$ cat config.mk
export PLATFORM = sky130hd
export DESIGN_NAME = maj_fold_sequencer
export DESIGN_NICKNAME = d
export VERILOG_FILES = /design/src/rtl/maj_fold_sequencer.sv
export SDC_FILE = /design/constraint.sdc
export NUM_CORES = 1
export LEC_CHECK = 0
export ABC_CLOCK_PERIOD_IN_PS = 7200
export CAP_MARGIN = 40
export CORE_MARGIN = 2
export CORE_UTILIZATION = 49
export CTS_CLUSTER_SIZE = 25
export DETAILED_ROUTE_END_ITERATION = 16
export PLACE_DENSITY = 0.77
export SKIP_CTS_REPAIR_TIMING = 1
export SLEW_MARGIN = 40
export SYNTH_ARGS = -nofsm -noshare
export SYNTH_HDL_FRONTEND = slang
export SYNTH_SLANG_ARGS = --single-unit
$ cat constraint.sdc
create_clock -name clk -period 7.2 [get_ports clk]
set_clock_uncertainty 0.1 [all_clocks]
set_input_delay 0.72 -clock clk [delete_from_list [all_inputs] [get_ports clk]]
set_output_delay 0.72 -clock clk [all_outputs]
set_load 0.05 [all_outputs]
$ cat src/rtl/maj_fold_sequencer.sv
// Folded N-input majority: popcounts CHUNK bits per cycle and stops as soon as the outcome is fixed.
// Latency: out_valid rises 'beats' edges after the accept edge. Backpressure: one vector in flight; result held until out_ready.
module maj_fold_sequencer #(
    parameter int N     = 511,
    parameter int CHUNK = 32,
    localparam int CW     = $clog2(N + 1),
    localparam int NBEATS = (N + CHUNK - 1) / CHUNK,
    localparam int BW     = $clog2(NBEATS + 1),
    localparam int THRESH = (N + 1) / 2
) (
    input  logic          clk,
    input  logic          rst,
    input  logic          in_valid,
    output logic          in_ready,
    input  logic [N-1:0]  in_vec,
    output logic          out_valid,
    input  logic          out_ready,
    output logic          y,
    output logic [CW-1:0] count,
    output logic [BW-1:0] beats,
    output logic          early,
    output logic          busy
);

    localparam int PW  = NBEATS * CHUNK;
    localparam int PCW = $clog2(CHUNK + 1);

    if (N % 2 == 0) begin : g_bad_n
        $error("maj_fold_sequencer: N must be odd");
    end
    if (CHUNK < 1 || CHUNK > N) begin : g_bad_chunk
        $error("maj_fold_sequencer: CHUNK must be in 1..N");
    end

    typedef enum logic [1:0] {
        IDLE = 2'd0,
        RUN  = 2'd1,
        DONE = 2'd2
    } state_t;

    state_t state, state_nxt;

    // Vector is zero-padded to whole chunks and shifted down one chunk per beat,
    // so the current chunk is always the low CHUNK bits.
    logic [PW-1:0]  vec_sh;
    logic [CW-1:0]  acc;
    logic [CW-1:0]  rem;
    logic [BW-1:0]  beat;

    logic [PCW-1:0] pc;
    logic [CW-1:0]  acc_nxt;
    logic [CW-1:0]  rem_nxt;
    logic [CW:0]    reach;
    logic           hit_hi;
    logic           hit_lo;
    logic           decide;

    always_comb begin
        pc = '0;
        for (int i = 0; i < CHUNK; i++) begin
            pc = pc + PCW'(vec_sh[i]);
        end
        acc_nxt = acc + CW'(pc);
        rem_nxt = (rem > CW'(CHUNK)) ? rem - CW'(CHUNK) : '0;
        reach   = {1'b0, acc_nxt} + {1'b0, rem_nxt};
        hit_hi  = acc_nxt >= CW'(THRESH);
        // Even if every unseen bit were 1 the threshold is out of reach.
        hit_lo  = reach < (CW + 1)'(THRESH);
        decide  = hit_hi || hit_lo;
    end

    always_comb begin
        state_nxt = state;
        unique case (state)
            IDLE:    if (in_valid) state_nxt = RUN;
            RUN:     if (decide) state_nxt = DONE;
            DONE:    if (out_ready) state_nxt = IDLE;
            default: state_nxt = IDLE;
        endcase
    end

    always_ff @(posedge clk) begin
        if (rst) begin
            state <= IDLE;
        end else begin
            state <= state_nxt;
        end
    end

    always_ff @(posedge clk) begin
        if (rst) begin
            vec_sh <= '0;
            acc    <= '0;
            rem    <= '0;
            beat   <= '0;
            y      <= 1'b0;
            count  <= '0;
            beats  <= '0;
            early  <= 1'b0;
        end else begin
            unique case (state)
                IDLE: begin
                    if (in_valid) begin
                        vec_sh <= PW'(in_vec);
                        acc    <= '0;
                        rem    <= CW'(N);
                        beat   <= '0;
                    end
                end
                RUN: begin
                    if (decide) begin
                        y     <= hit_hi;
                        count <= acc_nxt;
                        beats <= beat + BW'(1);
                        early <= (beat + BW'(1)) < BW'(NBEATS);
                    end else begin
                        acc    <= acc_nxt;
                        rem    <= rem_nxt;
                        beat   <= beat + BW'(1);
                        vec_sh <= vec_sh >> CHUNK;
                    end
                end
                default: ;
            endcase
        end
    end

    assign in_ready  = (state == IDLE);
    assign out_valid = (state == DONE);
    assign busy      = (state != IDLE);

endmodule
### After elaboration in Yosys (flattened, before gate mapping)

Index checks and enable logic that the tools add are counted.

| word-level totals | value |
|---|---|
| register bits after elaboration | 553 |
| input port bits | 515 |
| output and inout bits | 19 |
| word-level logic and storage cells | 78 |

| cells by class | value |
|---|---|
| $lt $le $gt $ge | 4 |
| reduce and logical (&&, ||, !) cells | 7 |
| muxes and demuxes | 17 |
| equal/unequal tests | 6 |
| add/sub/neg operators | 35 |

Operator list:

| operator | number |
|---|---|
| $mux W512 | 2 |
| $pmux W512 S2 | 1 |
| $add A6 B1 Y6 | 26 |
| $mux W9 | 5 |
| $pmux W9 S2 | 2 |
| $add A9 B9 Y10 | 1 |
| $lt A10 B9 Y1 const B | 1 |
| $mux W5 | 2 |
| $pmux W5 S2 | 1 |
| $add A9 B6 Y9 | 1 |
| $ge A9 B9 Y1 const B | 1 |
| $gt A9 B6 Y1 const B | 1 |
| $sub A9 B6 Y9 const B | 1 |
| $add A5 B1 Y6 | 1 |
| $mux W2 | 3 |
| $ne A2 B2 Y1 const B | 3 |
| $pmux W2 S3 | 1 |
| $reduce_and A3 Y1 | 2 |
| $add A4 B1 Y5 | 1 |
| $add A5 B1 Y5 const B | 1 |
| $lt A5 B5 Y1 const B | 1 |
| $add A3 B1 Y4 | 1 |
| $reduce_bool A2 Y1 | 2 |
| $add A2 B1 Y3 | 1 |
| other kinds (7) | 7 |

### Longest topological paths before layout

Gate-level depths: netlist (run 1).

| logic depth | value |
|---|---|
| word-level depth | 37 |
| gate-level depth with buffers | 26 |
| gate-level depth less buffers | 22 |

### Worst setup path before layout (run 1)

Ideal clock, no wire load.

| path | value |
|---|---|
| path type | register to register |
| start | register vec_sh[23] |
| end | register count[0] |
| buffers on the path | 2 |
| cell stages (with the launch flop) | 23 |
| required time | 6.979 ns |
| arrival | 7.049 ns |
| period minus slack after synthesis | 7.269 ns |
| path slack | -0.069 ns |
| setup time | 0.121 ns |
| cell sequence | dfxtp_1 -> inv_1 -> fa_1 -> fa_1 -> fa_1 -> fa_1 -> fa_1 -> fa_1 -> fa_1 -> fa_1 -> and2b_1 -> o2111ai_2 -> and4_4 -> nor3_2 -> inv_2 -> clkbuf_1 -> ha_1 -> a2111oi_0 -> o211a_1 -> o31ai_2 -> buf_2 -> a21oi_2 -> mux2_2 |

| between the ends | value |
|---|---|
| word-level cells in the longest chain between the ends | 14 |
| elaborated cells between the ends (all ways) | 15 |
| those cells by class | add/sub: 11; order compare: 2; reduce/logical: 2 |

RTL lines:

| what | line | source |
|---|---|---|
| start: declaration | 45 | `logic [PW-1:0] vec_sh;` |
| start signal: assignment | 104 | `vec_sh <= PW'(in_vec);` |
| start signal: assignment | 120 | `vec_sh <= vec_sh >> CHUNK;` |
| $add A6 B1 Y6 (*) (9 in series) | 61 | `pc = pc + PCW'(vec_sh[i]);` |
| $add A9 B6 Y9 (*) | 63 | `acc_nxt = acc + CW'(pc);` |
| net acc_nxt[8] | 51 | `logic [CW-1:0] acc_nxt;` |
| $add A9 B9 Y10 | 65 | `reach = {1'b0, acc_nxt} + {1'b0, rem_nxt};` |
| $lt A10 B9 Y1 | 68 | `hit_lo = reach < (CW + 1)'(THRESH);` |
| $logic_or A1 B1 Y1 (*) | 69 | `decide = hit_hi \|\| hit_lo;` |
| $reduce_and A2 Y1 (no line) (*) | -- |  |
| end signal: assignment | 113 | `count <= acc_nxt;` |
| end: declaration | 19 | `output logic [CW-1:0] count,` |

Mark *: on every way through the listed nets, which the timed path passes. The rest lies on a longest branch.
A chain may end at the register's enable or synchronous reset.

### Worst setup path in the final report (run 1)

| path | value |
|---|---|
| start | register vec_sh[1] |
| end | register vec_sh[232] |

| between the ends | value |
|---|---|
| word-level cells in the longest chain between the ends | 37 |
| elaborated cells between the ends (all ways) | 38 |
| those cells by class | add/sub: 33; order compare: 2; eq/ne: 1; reduce/logical: 2 |

RTL lines:

| what | line |
|---|---|
| $add A1 B1 Y2 (*) | 61 |
| $add A2 B1 Y3 (*) | 61 |
| $add A3 B1 Y4 (*) | 61 |
| $add A4 B1 Y5 (*) | 61 |
| $add A5 B1 Y6 (*) | 61 |
| $add A6 B1 Y6 (*) (26 in series) | 61 |
| $add A9 B6 Y9 (*) | 63 |
| $add A9 B9 Y10 | 65 |
| $lt A10 B9 Y1 | 68 |
| $logic_or A1 B1 Y1 (*) | 69 |
| $ne A2 B2 Y1 (no line) (*) | -- |
| $reduce_and A3 Y1 (no line) (*) | -- |

Mark *: on every way between the ends. The rest lies on a longest branch, timed or not.

==> results of run 1 <==
-- placed cells by master, fill, tap and decap left out, types with 7 or more instances in the layout --
cell type / count
o2bb2ai_1: 336
nor2_1: 18
nand2b_1: 17
inv_1: 507
clkdlybuf4s50_1: 531
mux2i_1: 7
o21ai_0: 480
nand3b_1: 481
nor2b_1: 13
clkbuf_16: 109
buf_16: 24
fa_1: 24
buf_6: 20
a21oi_1: 51
o2bb2ai_2: 140
a32oi_1: 455
buf_4: 41
buf_8: 14
nand3_1: 12
o311ai_0: 43
bufinv_16: 7
ha_1: 23
nand2_1: 37
clkbuf_8: 9
nor3_1: 7
dfxtp_1: 547
buf_12: 27
a32oi_2: 22
clkinv_2: 15
clkbuf_1: 14
-- worst max-delay path: cells and delay by family, from the launching register on --
kind | cells | cell delay [ns]
compound gates | 6 | 1.28
fa+ha+maj | 9 | 3.96
buf+inv | 6 | 0.81
flops | 1 | 0.33
simple gates | 3 | 0.70
-- metal layers --
layer / routed length [um] / part of all wire
met1: 48130 / 0.39
met2: 55790 / 0.45
met3: 11770 / 0.096
met4: 7004 / 0.057
met5: 0 / 0
-- worst max-delay path by stage --
stage	start	to	slack (ns)	cells past startpoint
floorplan	vec_sh[23]$_SDFFE_PP0P_	count[0]$_SDFFE_PP0P_	0.006	22
global placement	vec_sh[23]$_SDFFE_PP0P_	vec_sh[253]$_SDFFE_PP0P_	0.02	22
detailed placement	vec_sh[11]$_SDFFE_PP0P_	vec_sh[217]$_SDFFE_PP0P_	-0.23	22
CTS	vec_sh[11]$_SDFFE_PP0P_	vec_sh[122]$_SDFFE_PP0P_	-0.27	22
global route	vec_sh[1]$_SDFFE_PP0P_	vec_sh[54]$_SDFFE_PP0P_	-0.27	24
finish	vec_sh[1]$_SDFFE_PP0P_	vec_sh[232]$_SDFFE_PP0P_	-0.08	24
-- flip-flops by register name (all words and copies together) (netlist names) --
register / flops
vec_sh: 511
rem: 9
state: 2
beats: 5
count: 8
acc: 9
early: 1
y: 1
beat: 5
-- power by group through the flow --
stage | combinational (uW) | clock [uW] | sequential, uW
5_1_grt | 3840 | 3290 | 3710
4_1_cts | 2910 | 3160 | 3650
2_1_floorplan | 1870 | 0 | 3610
3_5_place_dp | 2900 | 0 | 3710
6_report | 3590 | 3160 | 3700
3_3_place_gp | 2800 | 0 | 3720
-- per-stage QoR --
stage          utilization  hold slack (ns)
3_5_place_dp        0.5814           0.3491
6_report            0.6627           0.3676
2_1_floorplan            -           0.3323
3_3_place_gp        0.5789           0.3449
5_1_grt             0.6627           0.3763
4_1_cts             0.6118           0.3648
-- Yosys cell counts (3+ instances only) --
cell type,instances
a211oi_1,6
a21o_1,3
a21oi_1,51
a311oi_1,3
a32oi_1,477
and2_1,3
buf_1,36
buf_2,64
buf_4,7
buf_6,12
clkbuf_1,344
dfxtp_1,551
fa_1,26
ha_1,25
inv_1,508
mux2_1,3
mux2i_1,7
nand2_1,37
nand2b_1,18
nand3_1,12
nand3b_1,481
nand4_1,4
nor2_1,18
nor2b_1,13
nor3_1,7
nor4_1,6
o21ai_0,480
o2bb2ai_1,479
o311ai_0,43
or3_1,3
xnor2_1,6
-- cell families after synthesis --
group | synth area share
fa+ha+maj | 0.02611
buf+inv | 0.1206
simple gates | 0.1351
compound gates | 0.3668
flops | 0.3456
xor+xnor | 0.001921
mux | 0.003959
-- area by class of cell --
type	count	area, um^2	share of cell area
tap	855	1070	0.02504
clock buffer	82	1653	0.03869
sequential	551	11040	0.2584
inverter	510	1922	0.04498
antenna	1	2.502	0.00005857
timing repair buffer	707	8511	0.1992
clock inverter	24	302.8	0.007087
multi-input combinational	2248	18230	0.4266
==> reports/results.ini, run 1 <==
[yosys]
syn_avg_cell_area_um2 = 8.462
yosys_most_used_dff = dfxtp_1
syn-cell-area_um2 = 31920
synth_edf_count = 0
synth_seq_cells = 551
yosysSeqAreaShare = 0.3456
syn_nets = 4338
yosys.area.top_type = dfxtp_1
synth_top_cell_area_share = 0.3456
synthTopCellsByArea = dfxtp_1 35%, o2bb2ai_1 13%, a32oi_1 13%, nand3b_1 11%, o21ai_0 7.5%
yosysWarnings = 0
syn_inst = 3772
synthArstFlopShare = 0
synth_cell_type_count = 60

[global_route]
busiest_layer = met2
grt_pass1_wl_um = 164600
grt_overflow = 0
use_met2 = 0.4721
met3_usage = 0.04071
grt_antenna_before_repair = 1
use_met1 = 0.4222
grt_pass1_vias = 28034
grt_max_degree = 275
track_usage = 0.3053

[clock_network]
clkLatencyLatePin_ns = 0.63
cts_tree = done
cts_buffer_depth = 3
cts_root_buf = clkbuf_16
htreeDepth = 2
numCtsBuffers = 58
numClockSinks = 551
clkTransAtPathRegs_ns = 0.06

[worst_setup_path]
reg2regPathDepth = 24
cp_max_fo = 8
max_stage_delay_ns = 0.54
slowest_stage = fa_1
worstReg2RegStart = vec_sh[1]$_SDFFE_PP0P_
crit_chain = fa_1, inv_2, fa_1, fa_1, fa_1, fa_1, fa_1, fa_2, fa_2, and2b_1, o2111ai_2, and4_4, nor3_4, inv_2, ha_4, a2111oi_4, o211a_1, o31ai_4, a211oi_4, buf_4, buf_12, clkbuf_16, clkbuf_16, o2bb2ai_1
crit_top_cell = fa_1
crit_path_end_kind = flop
worst_setup_path_start_kind = flop
required_ns = 7.64
worst_ep_arrival_time_ns = 7.72
r2r_end = vec_sh[232]$_SDFFE_PP0P_
r2r_setup_slack_ns = -0.08
critPathKind = flop to flop

[sta]
hold_viol = 0
period_share = 1.011
finalSetupTns_ns = -5.054
rsz0062_at_grt = yes
slew_headroom = 0.3321
setup_viol = 201
final_max_slew_viol_count = 0
setup_ws_ns = -0.07656
worstMarginPinSlew_ns = 1.002
max_freq_mhz = 137.4
fin_crit_ns = 7.277

[die]
die_area_um2 = 67200
fp.dieH_um = 259.2
pin_count = 534
die_x_um = 259.2
rows = 93
coreArea_um2 = 64460
floorplan.initialDensity = 0.4951

[detailed_routing]
wl_per_cell_um = 24.65
via_per_inst = 6.630
ant_nets = 0
remaining_drc_errors = 0
drt-initial-drc-count = 4357
num_vias = 33006
firstDrtPassIters = 6
routed_wl_um = 122700

[final_layout]
design_area_um2 = 42720
area_delta_synth_final_pct = 33.85
fin_nets = 4642
nFillCells = 5031
drive_gt1_frac = 0.1123
instances_no_fill = 4978

[worst_hold_path]
min_to = beats[4]$_SDFFE_PP0P_
hp-start = beats[4]$_SDFFE_PP0P_
holdPathStages = 2
worstHoldPathType = flop to flop

[placed_design]
place_area_um2 = 37480
gp_congestion = 0.8796
place_ws_ns = -0.2326
dpl.cell_count = 4771
port_buffers = 533
place_hpwl_um = 71940

[power_and_ir_drop]
ir_worst_vdd_v = 0.0002516
sequentialPowerShare = 0.354
swShare = 0.3534
internal-power_uw = 6758
switchingPower_uw = 3693
p_clk_frac = 0.302
finalPower_uw = 10450
powerDensity_nw_per_um2 = 244.6
power_leakage_uw = 0.01418
pwr-share-comb = 0.344

[run]
maxCapViolCount = 0

[status]
violations = setup timing
status = finished with violations

(Power assumes the default switching activity.)
==> inputs of run 2 (changes only) <==
--- a/config.mk
+++ b/config.mk
@@ -12,4 +12,5 @@
 export CTS_CLUSTER_SIZE = 25
 export DETAILED_ROUTE_END_ITERATION = 16
+export GPL_ROUTABILITY_DRIVEN = 0
 export PLACE_DENSITY = 0.77
 export SKIP_CTS_REPAIR_TIMING = 1
==> constraint.sdc (replaced) <==
create_clock -name clk -period 7.2 [get_ports clk]
set_clock_uncertainty 0.1 [all_clocks]
set_input_delay 0.72 -clock clk [delete_from_list [all_inputs] [get_ports clk]]
set_output_delay 0.72 -clock clk [all_outputs]
set_load 0.005 [all_outputs]
==> reports/results.ini, run 2 (synthesis results as in run 1) <==
[sta]
final_max_slew_viol_count = 0
finalSetupTns_ns = 0
fin_crit_ns = 7.112
slew_headroom = 0.4360
setup_viol = 0
period_share = 0.9877
max_freq_mhz = 140.6
hold_viol = 0
worstMarginPinSlew_ns = 0.8460
holdWs_ns = 0.3560
rsz0062_at_grt = yes

[die]
coreArea_um2 = 64460
die_x_um = 259.2
die_area_um2 = 67200
pin_count = 534
rows = 93
fp.dieH_um = 259.2
floorplan.initialDensity = 0.4951

[clock_network]
htreeDepth = 2
cts_buffer_depth = 3
cts_root_buf = clkbuf_16
clkLatencyLatePin_ns = 0.63
cts_tree = done
numClockSinks = 551
clkTransAtPathRegs_ns = 0.06
numCtsBuffers = 58

[worst_setup_path]
required_ns = 7.59
r2r_setup_slack_ns = 0.09
slowest_stage = fa_1
crit_top_cell = fa_1
max_stage_delay_ns = 0.57
worst_ep_arrival_time_ns = 7.50
critPathKind = flop to flop
worst_setup_path_start_kind = flop
cp_max_fo = 17
crit_path_end_kind = flop
crit_chain = inv_2, fa_1, fa_1, fa_1, fa_1, fa_1, fa_1, fa_2, fa_2, and2b_1, o2111ai_2, and4_4, nor3_4, inv_2, ha_4, a2111oi_4, o211a_1, o31ai_4, buf_6, clkbuf_16, buf_6, a32oi_1, o2bb2ai_1

[detailed_routing]
ant_nets = 0
via_per_inst = 6.530
num_vias = 32226
routed_wl_um = 115900
wl_per_cell_um = 23.49
remaining_drc_errors = 0
firstDrtPassIters = 6
drt-initial-drc-count = 4190

[run]
maxCapViolCount = 0

[final_layout]
largest_register_ffs = 511
area_delta_synth_final_pct = 27.57
fin_nets = 4599
reg_top3 = vec_sh x511, acc x9, rem x9
largest-register = vec_sh
final_cell_mix = 545 x dfxtp_1, 531 x clkdlybuf4s50_1, 506 x inv_1
drive_gt1_frac = 0.06624
layout_commonest_cell = dfxtp_1

[global_route]
track_usage = 0.3056
grt_max_degree = 268
grt_pass1_wl_um = 165100
grt_antenna_before_repair = 4
grt_pass1_vias = 28415
grt_overflow = 0

[status]
status = completed

[placed_design]
port_buffers = 533
place_hpwl_um = 71750

[worst_hold_path]
worstHoldPathType = flop to flop

[power_and_ir_drop]
powerDensity_nw_per_um2 = 246.3
ir_worst_vdd_v = 0.0002970
power_leakage_uw = 0.01333

[run 2: worst max-delay path: cells and delay by family (launching register included)]
kind            cells  cell delay (ns)
flops               1             0.33
fa+ha+maj           9             3.89
simple gates        3             0.64
compound gates      6             1.30
buf+inv             5             0.67
[run 2: report_power, final]
group / internal [uW] / switching, uW
Combinational: 1400 / 1840
Clock: 1810 / 1320
Sequential: 3350 / 323
Total: 6550 / 3480
[run 2: area by class of cell]
| class | instances | area (um^2) |
|---|---|---|
| clock inverters | 20 | 249.0 |
| well taps | 855 | 1070 |
| fillers | 5382 | 23750 |
| flip-flops and latches | 551 | 11040 |
| inverters | 510 | 1927 |
| repair buffers | 664 | 7530 |
| diodes | 4 | 10.01 |
| multi-input cells | 2248 | 17200 |
| clock buffers | 83 | 1695 |
[run 2: path summary, 6_finish.rpt]
check,from,end,depth (start not counted)
worst max-delay path,vec_sh[27]$_SDFFE_PP0P_,vec_sh[136]$_SDFFE_PP0P_,23
worst min-delay path,beats[2]$_SDFFE_PP0P_,beats[2]$_SDFFE_PP0P_,2
worst max register to register,vec_sh[27]$_SDFFE_PP0P_,vec_sh[136]$_SDFFE_PP0P_,23
worst min register to register,beats[2]$_SDFFE_PP0P_,beats[2]$_SDFFE_PP0P_,2
[run 2: metal layers]
metal | GRT usage | up-vias | wire, um
met5 | 0 | - | 0
met4 | 0.1499 | 0 | 6074
met3 | 0.03525 | 272 | 9878
met2 | 0.4693 | 1712 | 52630
met1 | 0.4260 | 15459 | 47340
li1 | - | 14783 | -
[run 2: per-stage QoR]
step / setup slack [ns] / utilization / area [um^2] / power, uW / cells
after floorplan: 0.005669 / - / 31930 / 5428 / 3772
after global placement: 0.04604 / 0.5809 / 37440 / 6518 / 4772
after detailed placement: -0.1569 / 0.5843 / 37660 / 6597 / 4780
after CTS: -0.1892 / 0.6144 / 39610 / 9685 / 4883
after global routing: -0.1255 / 0.6317 / 40720 / 10430 / 4935
final: 0.08840 / 0.6317 / 40720 / 10030 / 4935
